[src/rtl/pkt_out_arb_pkg.sv]
// Shared types and constants for the packet output arbiter.
package pkt_out_arb_pkg;

    localparam int unsigned DEF_WIDTH       = 16;
    localparam int unsigned DEF_LIMIT_WIDTH = 16;
    localparam int unsigned CUR_CH_W        = 3;

    typedef enum logic {
        ST_ARB  = 1'b0,
        ST_XFER = 1'b1
    } arb_state_e;

    // Channel index width: clog2 of the channel count, never below 1 bit.
    function automatic int unsigned ch_idx_width(input int unsigned n);
        return (n > 1) ? $clog2(n) : 1;
    endfunction

endpackage

[src/rtl/rr_select.sv]
// Combinational channel picker: cyclic first-one search after ptr, or
// strict lowest-index priority when PKT_OUT_ARB_PRIO_EN is defined.
module rr_select
    import pkt_out_arb_pkg::*;
#(
    parameter int unsigned N_CH = 4,
    parameter int unsigned CH_W = ch_idx_width(N_CH)
) (
    input  logic [N_CH-1:0] req,
    input  logic [CH_W-1:0] ptr,
    output logic            found_c,
    output logic [CH_W-1:0] sel_c
);

`ifdef PKT_OUT_ARB_PRIO_EN
    logic unused_ptr;
    assign unused_ptr = ^ptr;

    // Walk downwards so the lowest-numbered requester is the last writer.
    always_comb begin
        found_c = 1'b0;
        sel_c   = '0;
        for (int i = int'(N_CH) - 1; i >= 0; i--) begin
            if (req[CH_W'(i)]) begin
                found_c = 1'b1;
                sel_c   = CH_W'(i);
            end
        end
    end
`else
    // Walk from the farthest to the nearest position after ptr so the
    // nearest requester wins.
    always_comb begin
        int idx;
        found_c = 1'b0;
        sel_c   = '0;
        idx     = 0;
        for (int k = int'(N_CH); k >= 1; k--) begin
            idx = (int'(ptr) + k) % int'(N_CH);
            if (req[CH_W'(idx)]) begin
                found_c = 1'b1;
                sel_c   = CH_W'(idx);
            end
        end
    end
`endif

endmodule

[src/rtl/pkt_out_arbiter.sv]
// Packet-atomic merge of N_CH channel streams into one output FIFO, with
// host output-limit window and idle detect. Optional: PKT_OUT_ARB_PRIO_EN.
module pkt_out_arbiter
    import pkt_out_arb_pkg::*;
#(
    parameter int unsigned N_CH            = 4,
    parameter int unsigned WIDTH           = DEF_WIDTH,
    parameter int unsigned LIMIT_WIDTH     = DEF_LIMIT_WIDTH,
    parameter int unsigned IDLE_DELAY_BITS = 6
) (
    input  logic                    CLK,
    input  logic                    RST_N,
    input  logic [N_CH*WIDTH-1:0]   ch_data,
    input  logic [N_CH-1:0]         ch_valid,
    input  logic [N_CH-1:0]         ch_last,
    output logic [N_CH-1:0]         ch_ready,
    output logic [WIDTH-1:0]        dout,
    output logic                    wr_en,
    input  logic                    almost_full,
    input  logic                    mode_limit,
    input  logic                    reg_output_limit,
    output logic [LIMIT_WIDTH-1:0]  output_limit,
    output logic                    output_limit_not_done,
    output logic [CUR_CH_W-1:0]     cur_ch,
    output logic                    idle
);

    localparam int unsigned CH_W = ch_idx_width(N_CH);
    localparam logic [LIMIT_WIDTH-1:0]     CNT_MAX  = '1;
    localparam logic [IDLE_DELAY_BITS-1:0] IDLE_MAX = '1;

    arb_state_e                 state;
    logic [CH_W-1:0]            rr_ptr;
    logic [CH_W-1:0]            cur_idx;
    logic [LIMIT_WIDTH-1:0]     lim_cnt;
    logic [IDLE_DELAY_BITS-1:0] idle_cnt;

    logic                       found_c;
    logic [CH_W-1:0]            sel_c;
    logic                       credit_ok_c;
    logic                       accept_c;
    logic                       cur_last_c;
    logic [WIDTH-1:0]           cur_word_c;
    logic                       activity_c;
    logic [IDLE_DELAY_BITS-1:0] idle_cnt_nxt_c;

    rr_select #(
        .N_CH (N_CH),
        .CH_W (CH_W)
    ) u_rr_select (
        .req     (ch_valid),
        .ptr     (rr_ptr),
        .found_c (found_c),
        .sel_c   (sel_c)
    );

    assign credit_ok_c = ~mode_limit | (lim_cnt != CNT_MAX);
    assign cur_ch      = CUR_CH_W'(cur_idx);

    // Only the granted channel may be accepted, and only while transferring.
    always_comb begin
        ch_ready   = '0;
        cur_word_c = '0;
        cur_last_c = 1'b0;
        for (int i = 0; i < int'(N_CH); i++) begin
            if (CH_W'(i) == cur_idx) begin
                cur_word_c  = ch_data[i*WIDTH +: WIDTH];
                cur_last_c  = ch_last[i];
                ch_ready[i] = (state == ST_XFER) & ch_valid[i] & ~almost_full & credit_ok_c;
            end
        end
    end

    assign accept_c = |ch_ready;

    // Arbitration FSM and registered output word.
    always_ff @(posedge CLK or negedge RST_N) begin
        if (!RST_N) begin
            state   <= ST_ARB;
            rr_ptr  <= CH_W'(N_CH - 1);
            cur_idx <= '0;
            dout    <= '0;
            wr_en   <= 1'b0;
        end else begin
            wr_en <= accept_c;
            if (accept_c) begin
                dout <= cur_word_c;
            end
            case (state)
                ST_ARB: begin
                    if (found_c) begin
                        cur_idx <= sel_c;
                        rr_ptr  <= sel_c;
                        state   <= ST_XFER;
                    end
                end
                ST_XFER: begin
                    if (accept_c && cur_last_c) begin
                        state <= ST_ARB;
                    end
                end
                default: state <= ST_ARB;
            endcase
        end
    end

    // Output-limit window: a word accepted on the latch cycle opens the new window.
    always_ff @(posedge CLK or negedge RST_N) begin
        if (!RST_N) begin
            lim_cnt               <= '0;
            output_limit          <= '0;
            output_limit_not_done <= 1'b0;
        end else if (reg_output_limit) begin
            output_limit          <= lim_cnt;
            output_limit_not_done <= (lim_cnt == CNT_MAX);
            lim_cnt               <= accept_c ? LIMIT_WIDTH'(1) : '0;
        end else if (accept_c && (lim_cnt != CNT_MAX)) begin
            lim_cnt <= lim_cnt + 1'b1;
        end
    end

    assign activity_c = (|ch_valid) | wr_en | (state != ST_ARB);

    always_comb begin
        idle_cnt_nxt_c = idle_cnt;
        if (activity_c) begin
            idle_cnt_nxt_c = '0;
        end else if (idle_cnt != IDLE_MAX) begin
            idle_cnt_nxt_c = idle_cnt + 1'b1;
        end
    end

    // Idle delay: counter parks at its maximum, which is what idle reports.
    always_ff @(posedge CLK or negedge RST_N) begin
        if (!RST_N) begin
            idle_cnt <= IDLE_MAX;
            idle     <= 1'b1;
        end else begin
            idle_cnt <= idle_cnt_nxt_c;
            idle     <= (idle_cnt_nxt_c == IDLE_MAX);
        end
    end

endmodule
[config.mk]
export PLATFORM = sky130hd
export DESIGN_NAME = pkt_out_arbiter
export DESIGN_NICKNAME = d
export VERILOG_FILES = /design/src/rtl/pkt_out_arb_pkg.sv /design/src/rtl/rr_select.sv /design/src/rtl/pkt_out_arbiter.sv
export SDC_FILE = /design/constraint.sdc
export NUM_CORES = 1
export LEC_CHECK = 0
export CAP_MARGIN = 20
export CORE_AREA = 2 2 90 92
export CTS_CLUSTER_SIZE = 14
export DETAILED_ROUTE_END_ITERATION = 16
export DIE_AREA = 0 0 92 94
export PLACE_DENSITY = 0.8
export RECOVER_POWER = 50
export SYNTH_ARGS = -nofsm -noshare
export SYNTH_HDL_FRONTEND = slang
export SYNTH_SLANG_ARGS = --single-unit
[constraint.sdc]
create_clock -name CLK -period 2.5 [get_ports CLK]
set_clock_uncertainty 0.15 [all_clocks]
set_input_delay 0.5 -clock CLK [delete_from_list [all_inputs] [get_ports CLK]]
set_output_delay 0.5 -clock CLK [all_outputs]
set_load 0.02 [all_outputs]
==> Implementation_results.wiki <==
{| class="wikitable"
! Metric !! Value
|-
| Distinct cells, synth || slightly below 50
|-
| Cell type group with the largest total delay on the critical path || simple AND/OR/NAND/NOR gates
|-
| Remaining Overflow, GRT || 0
|-
| Warnings from Yosys || 0
|-
| CP Max Fanout || 4
|-
| GP Congestion || 0.8420
|-
| Number of top-level pins || between 100 and 150
|-
| Via count of the first global-routing pass || a little over 3,000
|-
| Max-Slew Margin vs Limit || between 10% and 20%
|-
| HPWL reported at the end of detailed placement || ~6.6 mm
|-
| Pre-CTS worst setup slack || -0.2589 ns
|-
| Die boundary height || around 94 µm
|-
| Width of the chip || a little over 90 µm
|-
| Crit path max-delay cell type || dfrtp_1
|-
| H-tree levels || 3
|-
| MaxCap Viol Count || 0
|-
| First-pass detailed-route iteration total || 4
|-
| Worst skew pair latency || around 0.34 ns
|-
| Synthesized netlist net count || 371
|-
| Cell-by-cell trace of the critical path || ha_2 -> and3_4 -> and3_4 -> and3_4 -> nor4_4 -> buf_4
|-
| CTS Root Buffer Type || clkbuf_8
|-
| Clock transition at the registers of the reported paths || 0.07 ns
|-
| Aggregate negative setup slack || 0 ns
|-
| Maximum buffer depth of the clock tree || 2
|-
| Required @ worst endpoint || 1.85 ns
|-
| Unrepaired setup endpoints after global routing || no
|-
| Worst path bufs/invs || 1
|-
| Post-synth EDFFs || 0
|-
| Share of synthesized area occupied by flip-flops and latches || approximately 45%
|-
| Kind of critical path || reg -> out
|-
| Most frequent standard cell in the layout excluding fill and tap cells || clkdlybuf4s50_1
|-
| Via count of the routed design || 2,990
|-
| Leakage || ~2.2 nW
|-
| Fraction of final layout cells with drive strength greater than 1 || between 30% and 40%
|-
| CTS buffer count || 9
|-
| WHS || between 0.2 and 0.3 ns
|-
| Total inserted antenna cells || 0
|-
| Largest net degree at the start of global routing || 39
|-
| Cell area after synthesis || about 3500 µm²
|-
| First-pass GRT wire length || 14.23 mm
|-
| Syn Area/Cell || ~12 µm²
|-
| Routed len/inst || around 15 µm
|-
| Final setup fails || 0
|-
| Remaining routing DRC violations || 0
|-
| Run status || complete, no violations
|-
| Async set-or-reset flop fraction in the synthesized netlist || 100.0%
|-
| Post-synthesis sequential element count || 62
|-
| Gr usage total || a little over a fifth
|-
| Signed area change from the synthesized netlist to the final layout || 50.32%
|-
| Worst Hold Class || in -> async
|-
| Number of slew-limit violations in the final report || 0
|-
| Overall die area || just under 9000 µm²
|-
| Critical path data arrival time || 1.75 ns
|-
| Routed via count divided by cell count || ~5.4
|-
| Count of nets after finishing || 525
|-
| Design Power || ~4.1 mW
|-
| Number of routed nets with antenna violations || 0
|-
| Core footprint || approximately 7600 µm²
|-
| Slack of the worst reg-to-reg path || roughly 0.29 ns
|-
| Final cycle utilization of the critical path || 96.06%
|-
| Top FF cell, synth || dfrtp_1
|-
| Initial DRC count || about 160
|-
| Aggregate routed wire length || about 8.4 mm
|-
| Number of cell rows || 32
|-
| Largest stage delay on the critical path || 0.40 ns
|-
| Highest-count cells in the layout ignoring fill and taps || clkdlybuf4s50_1 (110), dfrtp_1 (52), buf_4 (41)
|-
| Crit path time final || between 2 and 2.5 ns
|-
| Antenna violations before repair || 0
|-
| CTS tree || done
|-
| Hold Fails Final Rpt || 0
|-
| Worst-case setup margin in the final layout || roughly 0.099 ns
|-
| Port-buffer cells || between 100 and 150
|-
| Top achievable clock speed || around 0.42 GHz
|-
| Transition time at the pin with the least slew margin || about 1.3 ns
|-
| Post-synthesis cell count || ~290
|-
| Maximum vdd drop || 0.4799 mV
|-
| TritonCTS Sinks || 62
|-
| Worst Setup End Kind || primary output
|-
| Power per cell area || roughly 790 nW/µm²
|-
| Starting utilization of the core area || between 40% and 50%
|-
| Library cell appearing most often on the critical path || and3_4
|-
| Startpoint Class || flip-flop
|}
## routing by layer
layer / GRT usage, % / wire, µm / vias to the layer above
met4: 5.846 / 151 / 0
met3: 5.939 / 492 / 15
met5: 0 / 0 / -
li1: - / - / 1409
met1: 23.90 / 3370 / 1476
met2: 37.93 / 4421 / 90
## repair_timing
action	4_1_cts	5_1_grt
endpoints found under the setup margin	6	3
hold buffers	0	0
gates resized for setup	25	2
setup buffers	1	0
cloned	0	0
pin swaps	1	2
## power breakdown
group / leakage, nW / switching, mW / internal [mW]
logic: 1.29 / 0.795 / 1.08
registers: 0.786 / 0.170 / 1.22
clock network: 0.0883 / 0.383 / 0.456
## area by class of cell
class	count	area, µm²
clock buffer	10	127.6
multi-input combinational	204	1829
fill	560	2386
tap	102	127.6
timing repair buffer	162	1481
sequential	62	1564
inverter	7	28.78
clock inverter	6	62.56
## cells in the mapped netlist (2+ instances only)
library cell	number	area, µm²
dfstp_2	9	236.5
clkbuf_1	9	33.78
nor2b_1	12	75.07
a21o_1	2	15.01
o211ai_1	2	15.01
and3_1	7	43.79
a21boi_0	2	15.01
dfrtp_1	53	1326
nand2_1	11	41.29
nand2b_1	4	25.02
a31oi_1	5	31.28
and4_1	2	17.52
nand4_1	8	50.05
a21oi_1	15	75.07
buf_2	5	25.02
mux4_2	18	405.4
nor2_1	19	71.32
nor3_1	3	15.01
mux2_2	34	382.9
mux2_4	8	120.1
ha_1	2	25.02
o21ai_0	2	10.01
xnor2_1	2	17.52
o31ai_1	2	15.01
a211oi_1	7	52.55
buf_4	2	15.01
nor4_1	7	43.79
buf_6	2	22.52
or4_1	3	22.52
inv_1	6	22.52
nand3_1	11	55.05
## cell families (layout without fill, tap and decap cells)
logic type / Yosys count / count (layout) / share of synthesized area (%)
buffers and inverters: 26 / 185 / 3.710
xor gates and xnor gates: 2 / 2 / 0.5044
other: 1 / 1 / 0.1080
AOI/OAI and AO/OA: 46 / 46 / 9.042
DFF: 62 / 62 / 44.99
and+or+nand+nor: 92 / 92 / 14.48
adders and majority gates: 2 / 2 / 0.7203
muxes: 61 / 61 / 26.44
## stage by stage
step	instance area, µm²	instances	utilization [%]
4_1_cts	5253	553	69.05
6_report	5221	553	68.63
5_1_grt	5221	553	68.63
3_5_place_dp	5052	536	66.41
3_3_place_gp	5052	536	66.41
2_1_floorplan	3503	292	-
## path summary, 6_finish.rpt
kind	endpoint	from	cells past startpoint
max in group asynchronous	idle_cnt[2]	RST_N	2
hold / removal	dout[1]	RST_N	1
setup / recovery	ch_ready[1]	lim_cnt[0]	6
min in group CLK	output_limit[14]	output_limit[14]	1
setup reg to reg	dout[7]	lim_cnt[0]	7
hold reg to reg	output_limit[14]	output_limit[14]	1
## worst register-to-register path, stage by stage (launching register included)
cell and delay, ns:
dfrtp_1 0.40, ha_2 0.19, and3_4 0.18, and3_4 0.15, buf_4 0.18, a31o_4 0.26
inv_4 0.22, mux2_2 0.39
## state kept, by name (all words and copies together) (netlist names)
signal and flops:
output_limit 16, rr_ptr 2, dout 16, output_limit_not_done 1, state 1, wr_en 1
idle 1, lim_cnt 16, cur_idx 2, idle_cnt 6
Power figures use the tool's default switching activity.
==> RTL edit (same settings) <==
Change the package constant `DEF_WIDTH` from 16 to 32.
--- a/src/rtl/pkt_out_arb_pkg.sv
+++ b/src/rtl/pkt_out_arb_pkg.sv
@@ -1,7 +1,7 @@
 // Shared types and constants for the packet output arbiter.
 package pkt_out_arb_pkg;
 
-    localparam int unsigned DEF_WIDTH       = 16;
+    localparam int unsigned DEF_WIDTH       = 32;
     localparam int unsigned DEF_LIMIT_WIDTH = 16;
     localparam int unsigned CUR_CH_W        = 3;
 
Interface: changed (resized ch_data and dout); port bits go from 119 to 199. No check against the original RTL was run, so the function may have changed too.
==> RTL edit against the unedited design <==
The flow now finishes with violations (negative setup slack). Final area is 34% higher. Highest routed layer unchanged. Global-route usage rose by 19 points. Worst setup slack got worse by 160 ps. Area after synthesis increased by 24%. Worst hold slack better by 16 ps. Via count is 45% higher. Sequential power grew 37%. Wire length increased by 110%. Count of clock-buffer cells in the layout is the same. Sequential cell count rose by 16. Die area is the same. Power up 51%.
==> RTL edit: results (changes against the unedited design) <==
Status
  • Status: finished, violations left
  • Violated checks: negative setup slack

Synthesis
  • Top cells by count, synth: dfrtp_1 (69), mux4_2 (32), mux2_2 (28)
  • Cell variety after synth: 52 (+6.1%)
  • Xor and xnor fraction of the mapped netlist area: 2.235% (+1.7 points)
  • Multiplexer share of the synthesized area: 31.64% (+5.2 points)
  • Post-Syn Area per Cell: 13.14 um2 (+10%)
  • Dominant cells by area after synthesis: dfrtp_1 (40%), mux4_2 (17%), mux2_2 (7.3%)
  • Complex-gate fraction of the synthesized area: 4.586% (-4.5 points)
  • Post-synth net total: 471 (+27%)
  • Synth Area in Adders: 0.5806% (-0.14 points)
  • Register area share after synthesis: 45.54% (+0.55 points)

Final layout
  • Final Net Count: 707 (+35%)
  • Fraction of layout instances using a drive strength above 1: 27.77% (-3.7 points)

Global route
  • Met3 Use GR: 9.711% (+3.8 points)
  • First-pass GRT wire length: 25430 um (+79%)
  • Vias in the first global route: 4450 (+47%)
  • Total track usage: 39.76% (+19 points)
  • Largest net degree at the start of global routing: 55 (+41%)

Place
  • PortBufs: 197 (+68%)
  • Final GP Congestion: 0.8376 (-0.52%)
  • Hpwl dp: 10810 um (+64%)
  • DP Area: 6684 um2 (+32%)
  • Cells after DPL: 651 (+21%)

Routing
  • Routed length on met2: 9221 um (+110%)
  • Detail Route met3 WL: 1701 um (+250%)
  • Final wirelength: 18050 um (+110%)
  • Routed length per instance: 26.90 um (+76%)
  • DR pass1 iterations: 5 (+1)

Critical path
  • Worst reg2reg setup slack: 90 ps (-200 ps)
  • Worst-path fanout max: 5 (+1)
  • CP endpoint: ch_ready[0]
  • Crit path from: almost_full

STA
  • Setup TNS: -291.3 ps (-291.3 ps)
  • Final Setup Violations: 8 (+8)
  • Setup ws final: -63.35 ps (-161.9 ps)
  • Hold Worst Slack: 296.1 ps (+16.22 ps)

CTS
  • Post-CTS resize count: 29 (+16%)
  • Clock Latency Late Sink: 370 ps (+30 ps)
  • Clock slew at reported path FFs: 90 ps (+20 ps)

Power
  • Int Power: 3.897 mW (+42%)
  • P_leak: 2.918 nW (+35%)
-- RTL edit: cell types whose count changed after synthesis, moves of 5 or more --
cell / before / now
mux2_1: 0 / 22
dfrtp_1: 53 / 69
mux4_2: 18 / 32
nor2b_1: 12 / 3
a21oi_1: 15 / 7
xnor2_1: 2 / 10
a211oi_1: 7 / 1
mux2_2: 34 / 28
mux2_4: 8 / 2
o21ai_0: 2 / 8
a31oi_1: 5 / 0
nor2_1: 19 / 24
-- RTL edit: per-stage QoR --
stage	total power, mW	utilization [%]	setup WS, ps
after floorplan	3.503	-	10.59
after global placement	4.742	87.86	-460.0
after detailed placement	4.868	87.86	-519.8
after CTS	6.093	91.53	25.16
after global routing	6.409	91.84	-116.1
final	6.194	91.84	-63.35
-- RTL edit: power by group through the flow --
stage | Clock, mW | Sequential, mW | Combinational, mW
2_1_floorplan | 0 | 2.17 | 1.33
6_report | 1.12 | 1.91 | 3.17
4_1_cts | 1.10 | 1.88 | 3.12
3_5_place_dp | 0 | 1.87 | 2.99
5_1_grt | 1.17 | 1.94 | 3.31
3_3_place_gp | 0 | 1.84 | 2.90
-- RTL edit: worst min path at each step --
| stage | depth (start not counted) | end | from |
|---|---|---|---|
| after floorplan | 0 | cur_idx[0] | RST_N |
| after global placement | 1 | dout[6] | dout[6] |
| after detailed placement | 1 | dout[22] | dout[22] |
| after CTS | 1 | dout[27] | RST_N |
| after global routing | 1 | dout[8] | dout[8] |
| final | 1 | dout[27] | RST_N |
-- RTL edit: final cells by class --
class / instances / share of cell area, %
Timing Repair Buffer: 246 / 33.86
Multi-Input combinational cell: 226 / 32.70
Sequential cell: 78 / 28.13
Clock buffer: 10 / 1.970
Tap cell: 102 / 1.827
Clock inverter: 6 / 1.343
Inverter: 3 / 0.1612
